`src/rtl/pc_seq_4b.sv`:
```
// Four-bit program-counter sequencer: walks the select lines of a 16:1 mux under a
// fetch/execute state machine and captures the selected mux bit at the end of FETCH.
module pc_seq_4b #(
    parameter logic [3:0] RESET_PC = 4'd0
) (
    input  logic       clk,
    input  logic       rst,
    input  logic       start,
    input  logic       stall,
    input  logic       jmp,
    input  logic [3:0] jmp_addr,
    input  logic       halt,
    input  logic       res,
    output logic       sel3,
    output logic       sel2,
    output logic       sel1,
    output logic       sel0,
    output logic       fetch,
    output logic       bit_q,
    output logic       wrap,
    output logic       halted
);

    typedef enum logic [1:0] {
        ST_IDLE  = 2'd0,
        ST_FETCH = 2'd1,
        ST_EXEC  = 2'd2,
        ST_HALT  = 2'd3
    } state_t;

    state_t     state_r;
    state_t     next_state_s;
    logic [3:0] pc_r;
    logic [3:0] pc_next_s;
    logic       bit_q_r;
    logic       bit_q_next_s;
    logic       wrap_r;
    logic       wrap_next_s;
    logic       fetch_r;
    logic       halted_r;

    // State register
    always_ff @(posedge clk or posedge rst) begin
        if (rst) begin
            state_r <= ST_IDLE;
        end else begin
            state_r <= next_state_s;
        end
    end

    // Next-state decode; in EXEC halt outranks stall, which outranks jmp/increment
    always_comb begin
        next_state_s = state_r;
        case (state_r)
            ST_IDLE: begin
                if (start) begin
                    next_state_s = ST_FETCH;
                end else begin
                    next_state_s = ST_IDLE;
                end
            end
            ST_FETCH: begin
                next_state_s = ST_EXEC;
            end
            ST_EXEC: begin
                if (halt) begin
                    next_state_s = ST_HALT;
                end else if (stall) begin
                    next_state_s = ST_EXEC;
                end else begin
                    next_state_s = ST_FETCH;
                end
            end
            ST_HALT: begin
                if (start) begin
                    next_state_s = ST_FETCH;
                end else begin
                    next_state_s = ST_HALT;
                end
            end
            default: begin
                next_state_s = ST_IDLE;
            end
        endcase
    end

    // Datapath next values: PC update, captured mux bit and wrap detection
    always_comb begin
        pc_next_s    = pc_r;
        bit_q_next_s = bit_q_r;
        wrap_next_s  = 1'b0;
        case (state_r)
            ST_FETCH: begin
                bit_q_next_s = res;
            end
            ST_EXEC: begin
                if (halt || stall) begin
                    pc_next_s = pc_r;
                end else if (jmp) begin
                    pc_next_s = jmp_addr;
                end else begin
                    pc_next_s   = pc_r + 4'd1;
                    wrap_next_s = (pc_r == 4'd15);
                end
            end
            default: begin
                pc_next_s = pc_r;
            end
        endcase
    end

    // Output registers; fetch/halted follow the state being entered so they line up with it
    always_ff @(posedge clk or posedge rst) begin
        if (rst) begin
            pc_r     <= RESET_PC;
            bit_q_r  <= 1'b0;
            wrap_r   <= 1'b0;
            fetch_r  <= 1'b0;
            halted_r <= 1'b0;
        end else begin
            pc_r     <= pc_next_s;
            bit_q_r  <= bit_q_next_s;
            wrap_r   <= wrap_next_s;
            fetch_r  <= (next_state_s == ST_FETCH);
            halted_r <= (next_state_s == ST_HALT);
        end
    end

    assign sel3   = pc_r[3];
    assign sel2   = pc_r[2];
    assign sel1   = pc_r[1];
    assign sel0   = pc_r[0];
    assign fetch  = fetch_r;
    assign bit_q  = bit_q_r;
    assign wrap   = wrap_r;
    assign halted = halted_r;

endmodule

```
`config.mk`:
```
export PLATFORM = sky130hd
export DESIGN_NAME = pc_seq_4b
export DESIGN_NICKNAME = d
export VERILOG_FILES = /design/src/rtl/pc_seq_4b.sv
export SDC_FILE = /design/constraint.sdc
export NUM_CORES = 1
export LEC_CHECK = 0
export ABC_AREA = 1
export CAP_MARGIN = 10
export CORE_AREA = 2 2 39 41
export CTS_CLUSTER_SIZE = 24
export DETAILED_ROUTE_END_ITERATION = 8
export DIE_AREA = 0 0 41 43
export PLACE_DENSITY = 0.72
export RECOVER_POWER = 100
export SLEW_MARGIN = 20
export SYNTH_ARGS = -nofsm -noshare
export SYNTH_HDL_FRONTEND = slang
export SYNTH_SLANG_ARGS = --single-unit
```
`constraint.sdc`:
```
create_clock -name clk -period 3.4 [get_ports clk]
set_clock_uncertainty 0.2 [all_clocks]
set_input_delay 0.34 -clock clk [delete_from_list [all_inputs] [get_ports clk]]
set_output_delay 0.34 -clock clk [all_outputs]
set_load 0.005 [all_outputs]
```
Word-level counts from Yosys, hierarchy flattened

Index checks and enable logic that the tools add are counted.

Flip-flop bits (word level): 10
Bits of input ports: 11
Logic and storage cells: 26

$add $sub $neg: 1
Equal/unequal tests: 6
Muxes and demuxes: 9
Bitwise logic cells: 1
Reductions and logical operators: 3

Operators with widths:

| operator                                       | count |
|---|---|
| one-hot mux 2 bit (4 select lines)             | 1 |
| == test 2 bit (second input constant)          | 3 |
| two-way mux 2 bit                              | 3 |
| adder 4 x 1 -> 4 bit (second input constant)   | 1 |
| == test 2 x 1 -> 1 bit (second input constant) | 2 |
| == test 4 bit (second input constant)          | 1 |
| two-way mux 1 bit                              | 4 |
| two-way mux 4 bit                              | 1 |
| zero test 2 bit                                | 1 |
| AND reduction 2 bit                            | 1 |
| logical OR 1 bit                               | 1 |
| inverter 1 bit                                 | 1 |

Depth between registers and ports, before layout

Depth in word-level cells: 4
Gate-level depth with buffers: 6
Depth with buffers taken out: 6

Least setup slack after synthesis

OpenSTA, ideal clock, no wires.

Path type: reg2reg
From: register pc_r[1]
To: register pc_r[1]
Library setup time: 0.124 ns
Arrival time: 0.883 ns
Setup slack: 2.193 ns
Stages on the path, launching flop included: 4
Period minus slack after synthesis: 1.207 ns
Cells stage by stage: dfrtp_1 > ha_1 > o211ai_1 > nand2_1

Cells in the longest elaborated chain, start to end: 2

Ends and longest elaborated chain:

| element                  | line | source |
|---|---|---|
| start: declaration       | 33   | `logic [3:0] pc_r;` |
| start signal: assignment | 121  | `pc_r <= pc_next_s;` |
| adder 4 x 1 -> 4 bit     | 102  | `pc_next_s = pc_r + 4'd1;` |
| two-way mux 4 bit        | 99   | `end else if (jmp) begin` |

Every way passes these cells.
A chain may end at the register's enable or synchronous reset.

Worst setup path in the final report

From: register pc_r[2]
To: output port sel2

RTL lines:

| element          | line | source |
|---|---|---|
| end: declaration | 15   | `output logic sel2,` |

No word-level cell between the ends.

==> metrics.md <==
| Metric | Value |
|---|---|
| DR iter-0 viols | 1 |
| Total number of vias | 502 |
| Vias per cell | 4.74 |
| RePlAce Congestion | 0.711 |
| DP HPWL | 909 µm |
| Initial antenna violation count | 0 |
| Hold Buf Count CTS | 0 |
| Sw power | around 0.19 mW |
| Worst hold-check path type | in2async |
| R2R cell count | 4 |
| RR Endpoint | halted |
| Clock power share | between 15 and 20% |
| Switching portion of total power | 37.5% |
| Reg2reg start | state_r[0] |
| Max clock buf depth | 2 |
| Syn Inst Count | 69 |
| Clk slew on worst S/H paths | 0.06 ns |
| Worst vdd ir | between 300 and 400 µV |
| Initial Util | a little under two fifths |
| Worst path cell trace | dlygate4sd3_1 |
| Crit path depth | 1 |
| CP delay by family, top | buffers and inverters |
| Crit. End Element | output pin |
| Sequential fraction of the synthesis area | 47.7% |
| Post-Place Cells | a little over 100 |
| Worst-Margin Slew | about 0.4 ns |
| Worst setup SP type | flop |
| PortBufs | 18 |
| Nets | roughly 100 |
| Total GRT Usage | between 10% and 20% |
| Hold Vio Cnt, Final | 0 |
| Syn_area_per_cell | between 7 and 8 µm² |
| Fill cells | ~150 |
| # IOs | 19 |
| Global-route wire length before repair | between 1500 and 2000 µm |
| Pwr dens | around 690 mW/mm² |
| Die area | between 0.0015 and 0.002 mm² |
| CP Data Arrival Time | 1.28 ns |
| Unique masters post-synth | 14 |
| Syn Nets | between 80 and 90 |
| Sequential power share | between 40% and 50% |
| TritonCTS clock tree | built |
| Static leakage | 0.395 nW |
| Pin count of the biggest net entering global routing | 11 |
| Pint | between 0.3 and 0.4 mW |
| Slowest CP cell | dlygate4sd3_1 |
| Maxcap violations | 0 |
| Post-CTS setup buffer count | 0 |
| WP data required | ~2.9 ns |
| DIE WIDTH | 41 µm |
| Congestion Overflow GR | 0 |
| Part of the cycle the worst path needs | between 50% and 60% |
| Commonest non-fill, non-tap cells in the layout | nand2_1 (18), inv_1 (14), nor2_1 (11), dlygate4sd3_1 (11), dfrtp_1 (10) |
| Register area | ~250 µm² |
| Outcome | finished, final reports clean |
| Crit path launch | pc_r[2] |
| Core Footprint | between 0.001 and 0.0015 mm² |
| Finished Layout Cells | between 100 and 150 |
| Area of the multi-input gates | between 200 and 250 µm² |
| Min Clock Period, post-route | roughly 1.8 ns |
| Slew headroom | 73.7% |
| Worst-path fanout max | 5 |
| DIE HEIGHT | 43 µm |
| WL/cell | roughly 11 µm |
| DRC viols | 0 |
| FMAX | roughly 0.55 GHz |
| Setup TNS | 0 ns |
| Ant. Diodes | 0 |
| RSZ-0062 raised after global routing | no |
| Comb power frac | roughly 43% |
| Post-CTS Resized | 0 |
| Skew-Pair Late Insertion Delay | 0.27 ns |
| Max incr delay on CP | between 0.5 and 0.6 ns |
| Rows | 14 |
| Final setup violation count | 0 |
| Max-slew violation count | 0 |
| Vias in the first global route | between 400 and 500 |
| Bufs and invs on worst path | 1 |
| Wirelength, routed | between 1000 and 1500 µm |
| Critical Path Sink | sel2 |
| DR pass1 iterations | 2 |
| Clock root buffer master | clkbuf_4 |
| Layout overhead on the synthesized area | 41.8% |
| Seq cells post-synth | 10 |
| Yosys warnings | 0 |
| Critical path class | reg2out |
| Mapped Area | roughly 520 µm² |
| Commonest non-fill, non-tap cell in the layout | nand2_1 |
| Clk sinks | 10 |
| Share of cells above drive strength 1 | 6.67% |
| Clock buffer count from CTS | 3 |
| Routed Antenna Nets | 0 |
| Reg2reg setup slack | around 2.0 ns |
| Total number of H-tree levels | 1 |
[logic make-up (layout without fill, tap and decap cells)]
group / count (synthesis) / count (layout) / share of synthesized area, %
AOI/OAI and AO/OA: 8 / 8 / 8.83
adders and majority gates: 1 / 1 / 2.39
buffers and inverters: 14 / 35 / 10.0
DFF: 10 / 10 / 47.7
and+or+nand+nor: 36 / 36 / 31.0
[worst register-to-register path: stages, from the launching register on]
cell,delay [ns]
dfrtp_1,0.42
inv_1,0.11
nand2_1,0.11
o21ai_0,0.34
nor2_1,0.09
[metal layers]
metal	up-vias	part of all wire, %	GRT usage [%]
met5	-	0	0
met4	0	3.0	10.0
met3	5	8.0	5.24
met2	17	50	26.3
met1	226	39	16.6
li1	254	-	-
[flip-flops by register name, summed over array words and instances (netlist names)]
register,cells
bit_q,1
fetch,1
halted,1
pc_r,4
state_r,2
wrap,1
[through the flow]
step / setup slack (ns) / hold slack [ns] / util (%) / instance area, µm² / total power, mW
5_1_grt: 1.54 / 0.341 / 53.7 / 743 / 0.562
3_5_place_dp: 1.70 / 0.291 / 52.4 / 724 / 0.459
6_report: 1.58 / 0.286 / 53.7 / 743 / 0.510
3_3_place_gp: 1.77 / 0.290 / 52.4 / 724 / 0.448
2_1_floorplan: 2.19 / -0.0198 / - / 524 / 0.336
4_1_cts: 1.66 / 0.163 / 54.0 / 747 / 0.540
[worst min path at each step]
stage               endpoint  cells after the start  slack [ns]  start
finish               pc_r[1]                      2        0.29    rst
global route         pc_r[0]                      2        0.34    rst
CTS                  pc_r[0]                      2        0.16    rst
detailed placement     bit_q                      2        0.29  bit_q
global placement       bit_q                      2        0.29  bit_q
floorplan              bit_q                      1       -0.02    rst
[power by group through the flow]
stage / Clock, mW / Sequential, mW / Combinational (mW)
floorplan: 0 / 0.213 / 0.123
global placement: 0 / 0.214 / 0.235
detailed placement: 0 / 0.216 / 0.243
CTS: 0.0820 / 0.213 / 0.244
global route: 0.0890 / 0.220 / 0.253
finish: 0.0813 / 0.211 / 0.218
[area by class of cell]
type                    instances  area share (%)
flip-flops and latches         10            33.7
clock buffers                   3            3.03
multi-input cells              45            29.3
inverters                      14            7.07
well taps                      16            2.69
repair buffers                 18            24.2
[cell usage after synthesis]
master / n / area share [%]
nor2_1: 11 / 7.9
nand2_1: 18 / 13
or2_0: 1 / 1.2
o21ai_0: 3 / 2.9
nor2_4: 2 / 4.3
ha_1: 1 / 2.4
nand3_1: 3 / 2.9
o21ai_2: 1 / 1.7
nand3_2: 1 / 1.9
inv_1: 14 / 10
a21oi_1: 2 / 1.9
dfrtp_1: 10 / 48
o21ai_1: 1 / 0.95
o211ai_1: 1 / 1.4
No activity file was read; power rests on OpenSTA's default activity.
